==> config.mk <==
export PLATFORM = sky130hd
export DESIGN_NAME = write_data_decoder
export DESIGN_NICKNAME = d
export VERILOG_FILES = /design/src/rtl/write_data_decoder.sv
export SDC_FILE = /design/constraint.sdc
export NUM_CORES = 1
export LEC_CHECK = 0
export BUFFER_PORTS_ARGS = -buffer_cell sky130_fd_sc_hd__buf_2
export CAP_MARGIN = 10
export CORE_AREA = 8 8 69 71
export DETAILED_ROUTE_END_ITERATION = 12
export DIE_AREA = 0 0 77 79
export HOLD_SLACK_MARGIN = 0.15
export PLACE_DENSITY = 0.52
export SYNTH_ARGS = -nofsm -noshare
export SYNTH_HDL_FRONTEND = slang
export SYNTH_SLANG_ARGS = --single-unit
==> constraint.sdc <==
create_clock -name clock -period 1.95 [get_ports clock]
set_input_delay 0.195 -clock clock [delete_from_list [all_inputs] [get_ports clock]]
set_output_delay 0.195 -clock clock [all_outputs]
set_load 0.02 [all_outputs]
==> src/rtl/write_data_decoder.sv <==
// FM write-stream decoder: recovers bit cells from combined clock+data pulses, locks on the zeros preamble.
// Latency: write_pulse edge -> bit_valid 4 clocks; no backpressure, one strobe per recovered cell.
module write_data_decoder #(
  parameter int CNT_W      = 8,
  parameter int DATA_MIN   = 8,
  parameter int DATA_MAX   = 20,
  parameter int CELL_MIN   = 21,
  parameter int CELL_MAX   = 34,
  parameter int LOCK_COUNT = 4
) (
  input  logic clock,
  input  logic reset,
  input  logic write_gate,
  input  logic write_pulse,
  output logic bit_valid,
  output logic bit_data,
  output logic locked,
  output logic write_error,
  output logic error_flag
);

  localparam int SC_W = $clog2(LOCK_COUNT + 1);

  localparam logic [CNT_W-1:0] D_MIN   = CNT_W'(DATA_MIN);
  localparam logic [CNT_W-1:0] D_MAX   = CNT_W'(DATA_MAX);
  localparam logic [CNT_W-1:0] C_MIN   = CNT_W'(CELL_MIN);
  localparam logic [CNT_W-1:0] C_MAX   = CNT_W'(CELL_MAX);
  localparam logic [CNT_W-1:0] C_TMO   = CNT_W'(CELL_MAX + 1);
  localparam logic [CNT_W-1:0] CNT_SAT = {CNT_W{1'b1}};
  localparam logic [CNT_W-1:0] CNT_ONE = CNT_W'(1);
  localparam logic [SC_W-1:0]  SC_ONE  = SC_W'(1);
  localparam logic [SC_W-1:0]  SC_LOCK = SC_W'(LOCK_COUNT);

  typedef enum logic [1:0] {
    IDLE,
    HUNT,
    SYNC,
    LOCKED
  } state_t;

  state_t state, state_n;

  logic gate_s1, gate_s;
  logic pulse_s1, pulse_s2, pulse_s3;
  logic pdet;

  logic [CNT_W-1:0] cnt, cnt_n, cnt_inc;
  logic [SC_W-1:0]  sync_cnt, sync_cnt_n, sync_cnt_inc;
  logic             data_seen, data_seen_n;
  logic             bit_valid_n, bit_data_n, write_error_n, error_flag_n;

  logic in_data, in_cell, timeout;

  // Pulse path gets one extra stage so pdet is a clean registered one-cycle strobe.
  always_ff @(posedge clock) begin
    if (reset) begin
      gate_s1  <= 1'b0;
      gate_s   <= 1'b0;
      pulse_s1 <= 1'b0;
      pulse_s2 <= 1'b0;
      pulse_s3 <= 1'b0;
      pdet     <= 1'b0;
    end else begin
      gate_s1  <= write_gate;
      gate_s   <= gate_s1;
      pulse_s1 <= write_pulse;
      pulse_s2 <= pulse_s1;
      pulse_s3 <= pulse_s2;
      pdet     <= pulse_s2 & ~pulse_s3;
    end
  end

  assign in_data      = (cnt >= D_MIN) && (cnt <= D_MAX);
  assign in_cell      = (cnt >= C_MIN) && (cnt <= C_MAX);
  assign timeout      = (cnt == C_TMO);
  assign cnt_inc      = (cnt == CNT_SAT) ? cnt : cnt + CNT_ONE;
  assign sync_cnt_inc = sync_cnt + SC_ONE;

  always_comb begin
    state_n       = state;
    cnt_n         = cnt_inc;
    sync_cnt_n    = sync_cnt;
    data_seen_n   = data_seen;
    bit_valid_n   = 1'b0;
    bit_data_n    = 1'b0;
    write_error_n = 1'b0;
    error_flag_n  = error_flag;

    if (!gate_s) begin
      // Gate drop wins over any coincident pulse and discards the partial cell.
      state_n      = IDLE;
      cnt_n        = '0;
      sync_cnt_n   = '0;
      data_seen_n  = 1'b0;
      error_flag_n = 1'b0;
    end else begin
      case (state)
        IDLE: begin
          state_n = HUNT;
          cnt_n   = '0;
        end
        HUNT: begin
          if (pdet) begin
            cnt_n      = CNT_ONE;
            sync_cnt_n = SC_ONE;
            state_n    = SYNC;
          end
        end
        SYNC: begin
          if (pdet && in_cell) begin
            cnt_n      = CNT_ONE;
            sync_cnt_n = sync_cnt_inc;
            if (sync_cnt_inc == SC_LOCK) state_n = LOCKED;
          end else if (pdet || timeout) begin
            // Off-pitch pulse restarts preamble hunting silently.
            cnt_n      = CNT_ONE;
            sync_cnt_n = SC_ONE;
          end
        end
        LOCKED: begin
          if (pdet && in_data && !data_seen) begin
            data_seen_n = 1'b1;
          end else if (pdet && in_cell) begin
            bit_valid_n = 1'b1;
            bit_data_n  = data_seen;
            data_seen_n = 1'b0;
            cnt_n       = CNT_ONE;
          end else if (pdet || timeout) begin
            write_error_n = 1'b1;
            error_flag_n  = 1'b1;
            data_seen_n   = 1'b0;
            sync_cnt_n    = '0;
            state_n       = HUNT;
          end
        end
        default: state_n = IDLE;
      endcase
    end
  end

  always_ff @(posedge clock) begin
    if (reset) begin
      state       <= IDLE;
      cnt         <= '0;
      sync_cnt    <= '0;
      data_seen   <= 1'b0;
      bit_valid   <= 1'b0;
      bit_data    <= 1'b0;
      locked      <= 1'b0;
      write_error <= 1'b0;
      error_flag  <= 1'b0;
    end else begin
      state       <= state_n;
      cnt         <= cnt_n;
      sync_cnt    <= sync_cnt_n;
      data_seen   <= data_seen_n;
      bit_valid   <= bit_valid_n;
      bit_data    <= bit_data_n;
      locked      <= (state_n == LOCKED);
      write_error <= write_error_n;
      error_flag  <= error_flag_n;
    end
  end

endmodule

==> summary.txt, run 1 <==
flip-flop count of the largest register after layout -> 8
unrepaired setup endpoints after global routing -> false
number of antenna violations at the first check in global routing -> 0
clock tree buffer depth -> 2
path type of the worst setup path -> reg -> reg
largest net degree at the start of global routing -> 16
synthesized instance count -> 141
Critical Path Max Stage Delay -> 430 ps
root buffer cell -> sky130_fd_sc_hd__clkbuf_8
RD Place Congestion -> 0.799
area of the die -> 6080 sq um
Most flops, register -> cnt
source-to-sink clock delay at the later pin of the worst-skew pair -> 270 ps
highest achievable clock rate -> 552 MHz
final antenna diode count -> 0
core region area -> 3800 sq um
Period Utilization, post-route -> 0.929
largest cells by area after synthesis -> sky130_fd_sc_hd__dfxtp_1, sky130_fd_sc_hd__ha_1, sky130_fd_sc_hd__nor2b_1
Worst Skew -> 2.24 ps
count of placed standard cells including taps -> 202
number of buffers inserted by port buffering -> 8
sort of element at the end of the critical path -> flop
syn_area_per_cell -> 8.91 sq um
Pwr Density -> 576 nW/um^2
area share of the largest cell type after synthesis -> 0.398
final setup fails -> 0
Worst EP arrival -> 1980 ps
boundary pin count -> 9
Clock Sink Count -> 25
min cycle time layout -> 1810 ps
Die Span Y -> 79 um
horizontal die dimension -> 77 um
path class of the lowest-slack min-delay path -> in -> reg
Cell variety after synth -> 41
number of CTS-inserted buffers -> 3
average vias per placed instance -> 4.96
clock tree from TritonCTS -> yes
launching element type of the critical path -> flop
top library cells by usage in the layout, fill and taps aside -> sky130_fd_sc_hd__dfxtp_1, sky130_fd_sc_hd__nor2_1, sky130_fd_sc_hd__nand2_1, sky130_fd_sc_hd__nor2b_1
number of global-route vias before repair -> 1,060
CTS H-Tree Depth -> 1
share of cells above drive strength 1 -> 0.185
Max IR drop VDD -> 493 uV
count of standard-cell rows -> 23
Warnings, synthesis -> 0
worst-margin pin slew -> 477 ps
Place WS -> 97.2 ps
DRC errors left -> 0
PnR Total Power -> 0.841 mW
dominant cell type by area after synthesis -> sky130_fd_sc_hd__dfxtp_1
utilization after layout -> 0.385
worst rel slew slack -> 0.682
area after detailed placement -> 1390 sq um
Final Hold Fails -> 0
maximum net fanout on the critical path -> 5
DP HPWL -> 1.98 mm
Routed WL -> 2.60 mm
post-route non-filler standard cell count -> 207
max cap viols -> 0
Worst path slowest cell -> sky130_fd_sc_hd__dfxtp_1
Setup Buffers After CTS -> 0
via count -> 1,027
Detailed Routing Iterations Pass 1 -> 4
post-synth net total -> 150
synthesis-stage register bit count -> 25
combined area of all synthesized cells -> 1260 sq um
Initial Util -> 0.331
outcome -> finished, final reports clean
area added between synthesis and finish -> 16.3%
ordered cell list for the critical path -> inv_1 > ha_1 > nand2b_1 > a21oi_1 > nor2_1 > o31a_1 > a22o_1
remaining antenna violation count -> 0
number of DRC markers in iteration 0 -> 59
clock transition at the registers of the reported paths -> 80 ps
least setup slack across all paths after layout -> 139 ps
residual overflow from global routing -> 0
number of nets in the final layout -> 167
wire length of the first global-routing pass -> 4.59 mm
Leakage Power -> 0.514 nW
summed area of non-filler cells in the final layout -> 1460 sq um
GRT Total Usage -> 0.0904
required time at the endpoint of the critical path -> 2120 ps
worst-case hold slack -> 160 ps
Max Transition Viols Final -> 0
commonest non-fill, non-tap cell in the layout -> sky130_fd_sc_hd__dfxtp_1
aggregate negative setup slack -> 0 ps
Routed wire per std cell -> 12.5 um
leading registers by flop count -> cnt: 8 flops, sync_cnt: 3 flops, state: 2 flops
part of the Yosys area used for sequential elements -> 0.398
[routing by layer]
layer | share of wire | track usage | routed length (um)
met1 | 0.48 | 0.105 | 1250
met2 | 0.48 | 0.159 | 1260
met3 | 0.024 | 0.0282 | 63
met4 | 0.0081 | 0.0226 | 21
met5 | 0 | 0 | 0
[area by class of cell]
cell class | instances | area [sq um]
Fill cell | 408 | 2340
Multi-Input combinational cell | 107 | 724
Sequential cell | 25 | 500
Timing Repair Buffer | 17 | 110
Tap cell | 50 | 62.6
Clock buffer | 3 | 41.3
Inverter | 4 | 15.0
Clock inverter | 1 | 7.51
[critical path, delay by kind of cell, from the launching register on]
family / cells / cell delay, ps
simple gates: 2 / 300
flops: 1 / 430
fa+ha+maj: 1 / 220
buf+inv: 1 / 100
compound gates: 3 / 680
[synthesized netlist by cell type (all sizes together)]
cell type   n
nand3       2
or3         1
o21ai       7
nand3b      1
nand2b      7
nand4b      1
nor4        1
buf         2
nand4       2
o211ai      1
o31a        1
a31oi       4
a41oi       1
nor2b      10
nor2       15
ha          5
nor4b       1
o21a        4
a211oi      5
a21o        1
o21bai      1
o2111ai     1
mux2        1
inv         4
dfxtp      25
nor3        7
a21oi       7
and3        2
a2111oi     1
o22ai       1
xnor2       1
and2        1
a22o        1
mux2i       2
nand2      11
clkbuf      3
[logic make-up (layout without fill, tap and decap cells)]
group,count (synthesis),after routing,synth area share
and+or+nand+nor,62,62,0.267
AOI/OAI and AO/OA,36,36,0.219
DFF,25,25,0.398
buffers and inverters,9,25,0.0339
adders and majority gates,5,5,0.0498
muxes,3,3,0.0249
xor gates and xnor gates,1,1,0.00697
[worst paths after layout]
path / startpoint / end / slack, ps / cells after the start
min: write_gate / gate_s1 / 160 / 2
max reg2reg: cnt[0] / sync_cnt[1] / 140 / 7
max: cnt[0] / sync_cnt[1] / 140 / 7
min reg2reg: pulse_s3 / pdet / 380 / 1
[where the power goes]
part	total [mW]	switching [mW]	leakage, nW	internal [mW]
logic	0.0195	0.00931	0.290	0.0101
registers	0.519	0.00333	0.202	0.515
clock network	0.303	0.158	0.0217	0.145
[repair_timing]
action / CTS / global route
hold endpoints to repair: 1 / 0
resized for setup: 0 / 2
hold buffers: 1 / 0
setup endpoints to repair: 0 / 2
(Power assumes the default switching activity.)
==> inputs of run 2 (changes only) <==
--- a/config.mk
+++ b/config.mk
@@ -8,6 +8,7 @@
 export BUFFER_PORTS_ARGS = -buffer_cell sky130_fd_sc_hd__buf_2
 export CAP_MARGIN = 10
 export CORE_AREA = 8 8 69 71
+export CTS_BUF_LIST = sky130_fd_sc_hd__clkbuf_16
 export DETAILED_ROUTE_END_ITERATION = 12
 export DIE_AREA = 0 0 77 79
 export HOLD_SLACK_MARGIN = 0.15
==> run 2 against run 1 <==
Net effect: worst hold slack better by 18 ps; via count is 0.19% higher; register-to-register slack hardly changed; clock power is 49% higher; wire length is 1.0% higher; highest routed layer unchanged.
==> summary.txt, run 2 (synthesis gave the netlist of run 1 again) <==
clock tree buffer depth -> 2 (unchanged)
Period Utilization, post-route -> 0.929 (about the same)
root buffer cell -> sky130_fd_sc_hd__clkbuf_16
path type of the worst setup path -> reg -> reg
Detailed Routing Iterations Pass 1 -> 4 (unchanged)
wire length of the first global-routing pass -> 4.62 mm (+0.61%)
Initial Util -> 0.331 (unchanged)
maximum net fanout on the critical path -> 8 (+3)
final antenna diode count -> 0 (unchanged)
residual overflow from global routing -> 0 (unchanged)
count of standard-cell rows -> 23 (unchanged)
share of cells above drive strength 1 -> 0.185 (unchanged)
Die Span Y -> 79 um (unchanged)
area of the die -> 6080 sq um (unchanged)
global-route met3 utilization -> 0.0282 (unchanged)
DRC errors left -> 0 (unchanged)
Leakage Power -> 0.528 nW (+2.8%)
launching element type of the critical path -> flop
GR Util met2 -> 0.160 (+0.000850)
flip-flop count of the largest register after layout -> 8 (unchanged)
number of antenna violations at the first check in global routing -> 0 (unchanged)
final setup fails -> 0 (unchanged)
average vias per placed instance -> 4.97 (+0.19%)
via count -> 1,029 (+0.19%)
most utilized layer in the global route result -> met2
worst-margin pin slew -> 478 ps (+1.77 ps)
aggregate negative setup slack -> 0 ps (unchanged)
horizontal die dimension -> 77 um (unchanged)
boundary pin count -> 9 (unchanged)
Worst EP arrival -> 1980 ps (about the same)
clock tree from TritonCTS -> yes
number of global-route vias before repair -> 1,063 (+0.28%)
RD Place Congestion -> 0.799 (unchanged)
met1 Track Usage GR -> 0.105 (unchanged)
Max Transition Viols Final -> 0 (unchanged)
core region area -> 3800 sq um (unchanged)
min cycle time layout -> 1810 ps (-0.528 ps)
CTS H-Tree Depth -> 1 (unchanged)
GRT Total Usage -> 0.0914 (+0.000949)
required time at the endpoint of the critical path -> 2120 ps (about the same)
Pwr Density -> 665 nW/um^2 (+16%)
Most flops, register -> cnt
unrepaired setup endpoints after global routing -> false
Clock Sink Count -> 25 (unchanged)
max cap viols -> 0 (unchanged)
area added between synthesis and finish -> 18.4%
highest achievable clock rate -> 552 MHz (about the same)
number of DRC markers in iteration 0 -> 58 (-1.7%)
number of buffers inserted by port buffering -> 8 (unchanged)
leading registers by flop count -> cnt: 8 flops, sync_cnt: 3 flops, state: 2 flops
Routed WL -> 2.62 mm (+1.0%)
clock transition at the registers of the reported paths -> 60 ps (-20 ps)
commonest non-fill, non-tap cell in the layout -> sky130_fd_sc_hd__dfxtp_1
setup slack on the worst flop-to-flop path -> 140 ps (about the same)
Final Hold Fails -> 0 (unchanged)
sort of element at the end of the critical path -> flop
Setup Buffers After CTS -> 0 (unchanged)
number of fill cells in the layout -> 408 (unchanged)
remaining antenna violation count -> 0 (unchanged)
Max IR drop VDD -> 597 uV (+21%)
Worst Skew -> 2.39 ps (+0.146 ps)
worst rel slew slack -> 0.680 (-0.00118)
least setup slack across all paths after layout -> 139 ps (+0.528 ps)
number of CTS-inserted buffers -> 3 (unchanged)
source-to-sink clock delay at the later pin of the worst-skew pair -> 260 ps (about the same)
DP HPWL -> 1.98 mm (unchanged)
number of nets in the final layout -> 167 (unchanged)
Place WS -> 97.2 ps (unchanged)
outcome -> finished, final reports clean
worst-case hold slack -> 178 ps (+18.2 ps)
path class of the lowest-slack min-delay path -> in -> reg
Routed wire per std cell -> 12.7 um (+1.0%)
largest net degree at the start of global routing -> 16 (unchanged)
top library cells by usage in the layout, fill and taps aside -> sky130_fd_sc_hd__dfxtp_1, sky130_fd_sc_hd__nor2_1, sky130_fd_sc_hd__nand2_1, sky130_fd_sc_hd__nor2b_1
-- run 2: worst max-delay path: stages (launching register included) --
cell and delay (ps):
sky130_fd_sc_hd__dfxtp_1 420, sky130_fd_sc_hd__ha_1 370, sky130_fd_sc_hd__nand4_1 190, sky130_fd_sc_hd__nor2_2 250, sky130_fd_sc_hd__xnor2_1 190, sky130_fd_sc_hd__nor3_1 80
sky130_fd_sc_hd__a211oi_1 230
-- run 2: final cells by class --
cell class	instances	area [sq um]	area share
inverters	4	15.0	0.0101
clock inverters	1	7.51	0.00505
clock buffers	3	75.1	0.0505
well taps	50	62.6	0.0421
repair buffers	17	110	0.0740
multi-input cells	107	717	0.482
flip-flops and latches	25	500	0.336
-- run 2: final timing paths --
check | to | depth (start not counted) | startpoint
setup / recovery | cnt[0] | 6 | cnt[0]
hold / removal | gate_s1 | 2 | write_gate
setup reg to reg | cnt[0] | 6 | cnt[0]
hold reg to reg | pdet | 1 | pulse_s3
-- run 2: power by group --
group          leakage (nW)  internal [mW]  total, mW  switching (mW)
sequential            0.202          0.516      0.519         0.00336
combinational         0.289         0.0101     0.0195         0.00933
clock                0.0371          0.278      0.451           0.173
total                 0.528          0.804      0.990           0.186
-- run 2: stage by stage --
| stage | cells | total power [mW] | util | area [sq um] |
|---|---|---|---|---|
| 6_report | 207 | 0.990 | 0.392 | 1490 |
| 4_1_cts | 207 | 1.01 | 0.391 | 1480 |
| 3_5_place_dp | 202 | 0.549 | 0.366 | 1390 |
| 2_1_floorplan | 141 | 0.541 | - | 1260 |
| 3_3_place_gp | 202 | 0.548 | 0.366 | 1390 |
| 5_1_grt | 207 | 1.04 | 0.392 | 1490 |
-- run 2: metal layers --
layer  vias to the layer above  wire [um]
met5                         -          0
met2                         9       1300
met1                       485       1240
met4                         0         22
li1                        533          -
met3                         2         55
-- run 2: repair_timing --
item                                    4_1_cts  5_1_grt
hold buffers                                  1        0
gates resized for setup                       0        1
hold endpoints to repair                      1        0
endpoints found under the setup margin        0        1
==> inputs of run 3 (changes only) <==
--- a/config.mk
+++ b/config.mk
@@ -8,7 +8,6 @@
 export BUFFER_PORTS_ARGS = -buffer_cell sky130_fd_sc_hd__buf_2
 export CAP_MARGIN = 10
 export CORE_AREA = 8 8 69 71
-export CTS_BUF_LIST = sky130_fd_sc_hd__clkbuf_16
 export DETAILED_ROUTE_END_ITERATION = 12
 export DIE_AREA = 0 0 77 79
 export HOLD_SLACK_MARGIN = 0.15
==> constraint.sdc (replaced) <==
create_clock -name clock -period 1.7 [get_ports clock]
set_input_delay 0.17 -clock clock [delete_from_list [all_inputs] [get_ports clock]]
set_output_delay 0.17 -clock clock [all_outputs]
set_load 0.02 [all_outputs]
==> run 3 against run 2 <==
Net effect: largest cell class unchanged; largest power group unchanged; via count is 14% higher; highest routed layer unchanged; count of clock-buffer cells in the layout up 1; register-to-register slack lost 100 ps.
==> summary.txt, run 3 (synthesis gave the netlist of run 1 again) <==
top library cells by usage in the layout, fill and taps aside -> sky130_fd_sc_hd__buf_4, sky130_fd_sc_hd__dfxtp_1, sky130_fd_sc_hd__nor2_1, sky130_fd_sc_hd__nand2_1, sky130_fd_sc_hd__nor2b_1
flip-flop count of the largest register after layout -> 8 (unchanged)
PnR Total Power -> 0.985 mW (-0.50%)
maximum net fanout on the critical path -> 4 (-4)
sort of element at the end of the critical path -> flop
clock tree from TritonCTS -> yes
Pwr Density -> 554 nW/um^2 (-17%)
source-to-sink clock delay at the later pin of the worst-skew pair -> 270 ps (about the same)
Max Transition Viols Final -> 0 (unchanged)
highest achievable clock rate -> 602 MHz (+9.0%)
min cycle time layout -> 1660 ps (-149 ps)
GRT Total Usage -> 0.100 (+0.00864)
combined area of the multi-input logic cells -> 836 sq um (+17%)
unrepaired setup endpoints after global routing -> true
core region area -> 3800 sq um (unchanged)
required time at the endpoint of the critical path -> 1870 ps (-250 ps)
DP HPWL -> 2.13 mm (+7.7%)
number of global-route vias before repair -> 1,132 (+6.5%)
Detailed Routing Iterations Pass 1 -> 4 (unchanged)
Leakage Power -> 0.656 nW (+24%)
path class of the lowest-slack min-delay path -> reg -> reg
Critical Path Max Stage Delay -> 370 ps (-50 ps)
CTS H-Tree Depth -> 1 (unchanged)
share of cells above drive strength 1 -> 0.379 (+0.194)
capturing point of the worst reg2reg path -> sync_cnt[1]
routed length on met2 -> 1.49 mm (+14%)
Final Hold Fails -> 0 (unchanged)
flip-flop and latch area -> 507 sq um (+1.2%)
residual overflow from global routing -> 0 (unchanged)
Clock Sink Count -> 25 (unchanged)
Max Used Layer -> met4
worst-margin pin slew -> 350 ps (-128 ps)
Initial Util -> 0.331 (unchanged)
Period Utilization, post-route -> 0.978 (+0.0489)
Place WS -> -39.7 ps (-137 ps)
area after detailed placement -> 1490 sq um (+6.7%)
RD Place Congestion -> 0.774 (-3.1%)
clock transition at the registers of the reported paths -> 90 ps (+30 ps)
Most flops, register -> cnt
Worst Skew -> 3.56 ps (+1.17 ps)
setup slack on the worst flop-to-flop path -> 40 ps (-100 ps)
Detail Route met3 WL -> 82 um (+49%)
cells on worst reg2reg path -> 7 (+1)
area added between synthesis and finish -> 41.4%
average vias per placed instance -> 5.05 (+1.5%)
number of buffers and inverters on the critical path -> 1 (+1)
launching element type of the critical path -> flop
launch point of the worst hold path -> pulse_s3
Worst path slowest cell -> sky130_fd_sc_hd__dfxtp_2
utilization after layout -> 0.468 (+0.0761)
DRC errors left -> 0 (unchanged)
reg-to-reg critical path startpoint -> cnt[0]
outcome -> finished, final reports clean
count of standard-cell rows -> 23 (unchanged)
top cell family by delay on the critical path -> compound AO/OA/AOI/OAI gates
commonest non-fill, non-tap cell in the layout -> sky130_fd_sc_hd__buf_4
via count -> 1,171 (+14%)
root buffer cell -> sky130_fd_sc_hd__clkbuf_8
final antenna diode count -> 0 (unchanged)
wire length of the first global-routing pass -> 5.08 mm (+10%)
WL met1 -> 1.38 mm (+11%)
Die Span Y -> 79 um (unchanged)
Routed WL -> 3.00 mm (+14%)
area of the die -> 6080 sq um (unchanged)
number of buffers inserted by port buffering -> 8 (unchanged)
clock tree buffer depth -> 2 (unchanged)
summed area of non-filler cells in the final layout -> 1780 sq um (+19%)
number of DRC markers in iteration 0 -> 47 (-19%)
leading registers by flop count -> cnt: 8 flops, sync_cnt: 3 flops, state: 2 flops
number of CTS-inserted buffers -> 3 (unchanged)
Worst EP arrival -> 1830 ps (-150 ps)
number of nets in the final layout -> 192 (+15%)
least setup slack across all paths after layout -> 38.1 ps (-101 ps)
boundary pin count -> 9 (unchanged)
max cap viols -> 0 (unchanged)
aggregate negative setup slack -> 0 ps (unchanged)
worst hold stages -> 1 (-1)
horizontal die dimension -> 77 um (unchanged)
Max IR drop VDD -> 301 uV (-50%)
worst rel slew slack -> 0.766 (+0.0858)
final setup fails -> 0 (unchanged)
number of antenna violations at the first check in global routing -> 0 (unchanged)
Routed wire per std cell -> 12.9 um (+2.0%)
ordered cell list for the critical path -> inv_2 > ha_4 > nand2b_1 > a21oi_2 > nor2_4 > o31a_1 > a22o_1
remaining antenna violation count -> 0 (unchanged)
largest net degree at the start of global routing -> 14 (-2)
path type of the worst setup path -> reg -> reg
number of fill cells in the layout -> 382 (-6.4%)
end point of the worst hold path -> pdet
[run 3: changes by cell type in the layout (fill, tap and decap cells not counted), sizes merged]
cell         delta
buf            +21
clkbuf          +1
clkinvlp        -1
dlygate4sd3     +4
[run 3: report_power, final]
group,switching (mW),internal (mW)
Sequential,0.00410,0.591
Combinational,0.0136,0.0197
Clock,0.189,0.168
Total,0.206,0.779
[run 3: worst max path at each step]
stage / startpoint / to / slack, ps / cells past startpoint
after detailed placement: cnt[0] / sync_cnt[1] / -40 / 7
after global routing: cnt[0] / state[1] / -30 / 7
after floorplan: cnt[0] / cnt[0] / 7 / 7
after CTS: cnt[1] / sync_cnt[1] / 8 / 7
after global placement: cnt[4] / sync_cnt[1] / 10 / 6
final: cnt[0] / sync_cnt[1] / 40 / 7
[run 3: stage by stage]
stage                     hold WS, ps  std cells
after floorplan                   242        141
after global placement            373        214
final                             386        232
after CTS                         391        224
after global routing              408        232
after detailed placement          378        214
[run 3: layout make-up]
type / instances / share of cell area
multi-input cells: 107 / 0.470
flip-flops and latches: 25 / 0.285
repair buffers: 42 / 0.175
well taps: 50 / 0.0352
clock buffers: 4 / 0.0254
inverters: 4 / 0.00845
[run 3: timing repair]
action                                  4_1_cts  5_1_grt
gates resized for setup                       1       27
endpoints found under the setup margin        4       10
pin swaps                                     2       15
hold endpoints to repair                      4        0
hold buffers                                  5        0
buffers inserted                              1        8
[run 3: routing by layer]
layer | GRT usage | vias up
met2 | 0.161 | 16
li1 | - | 585
met5 | 0 | -
met4 | 0.0604 | 0
met3 | 0.0214 | 4
met1 | 0.121 | 566
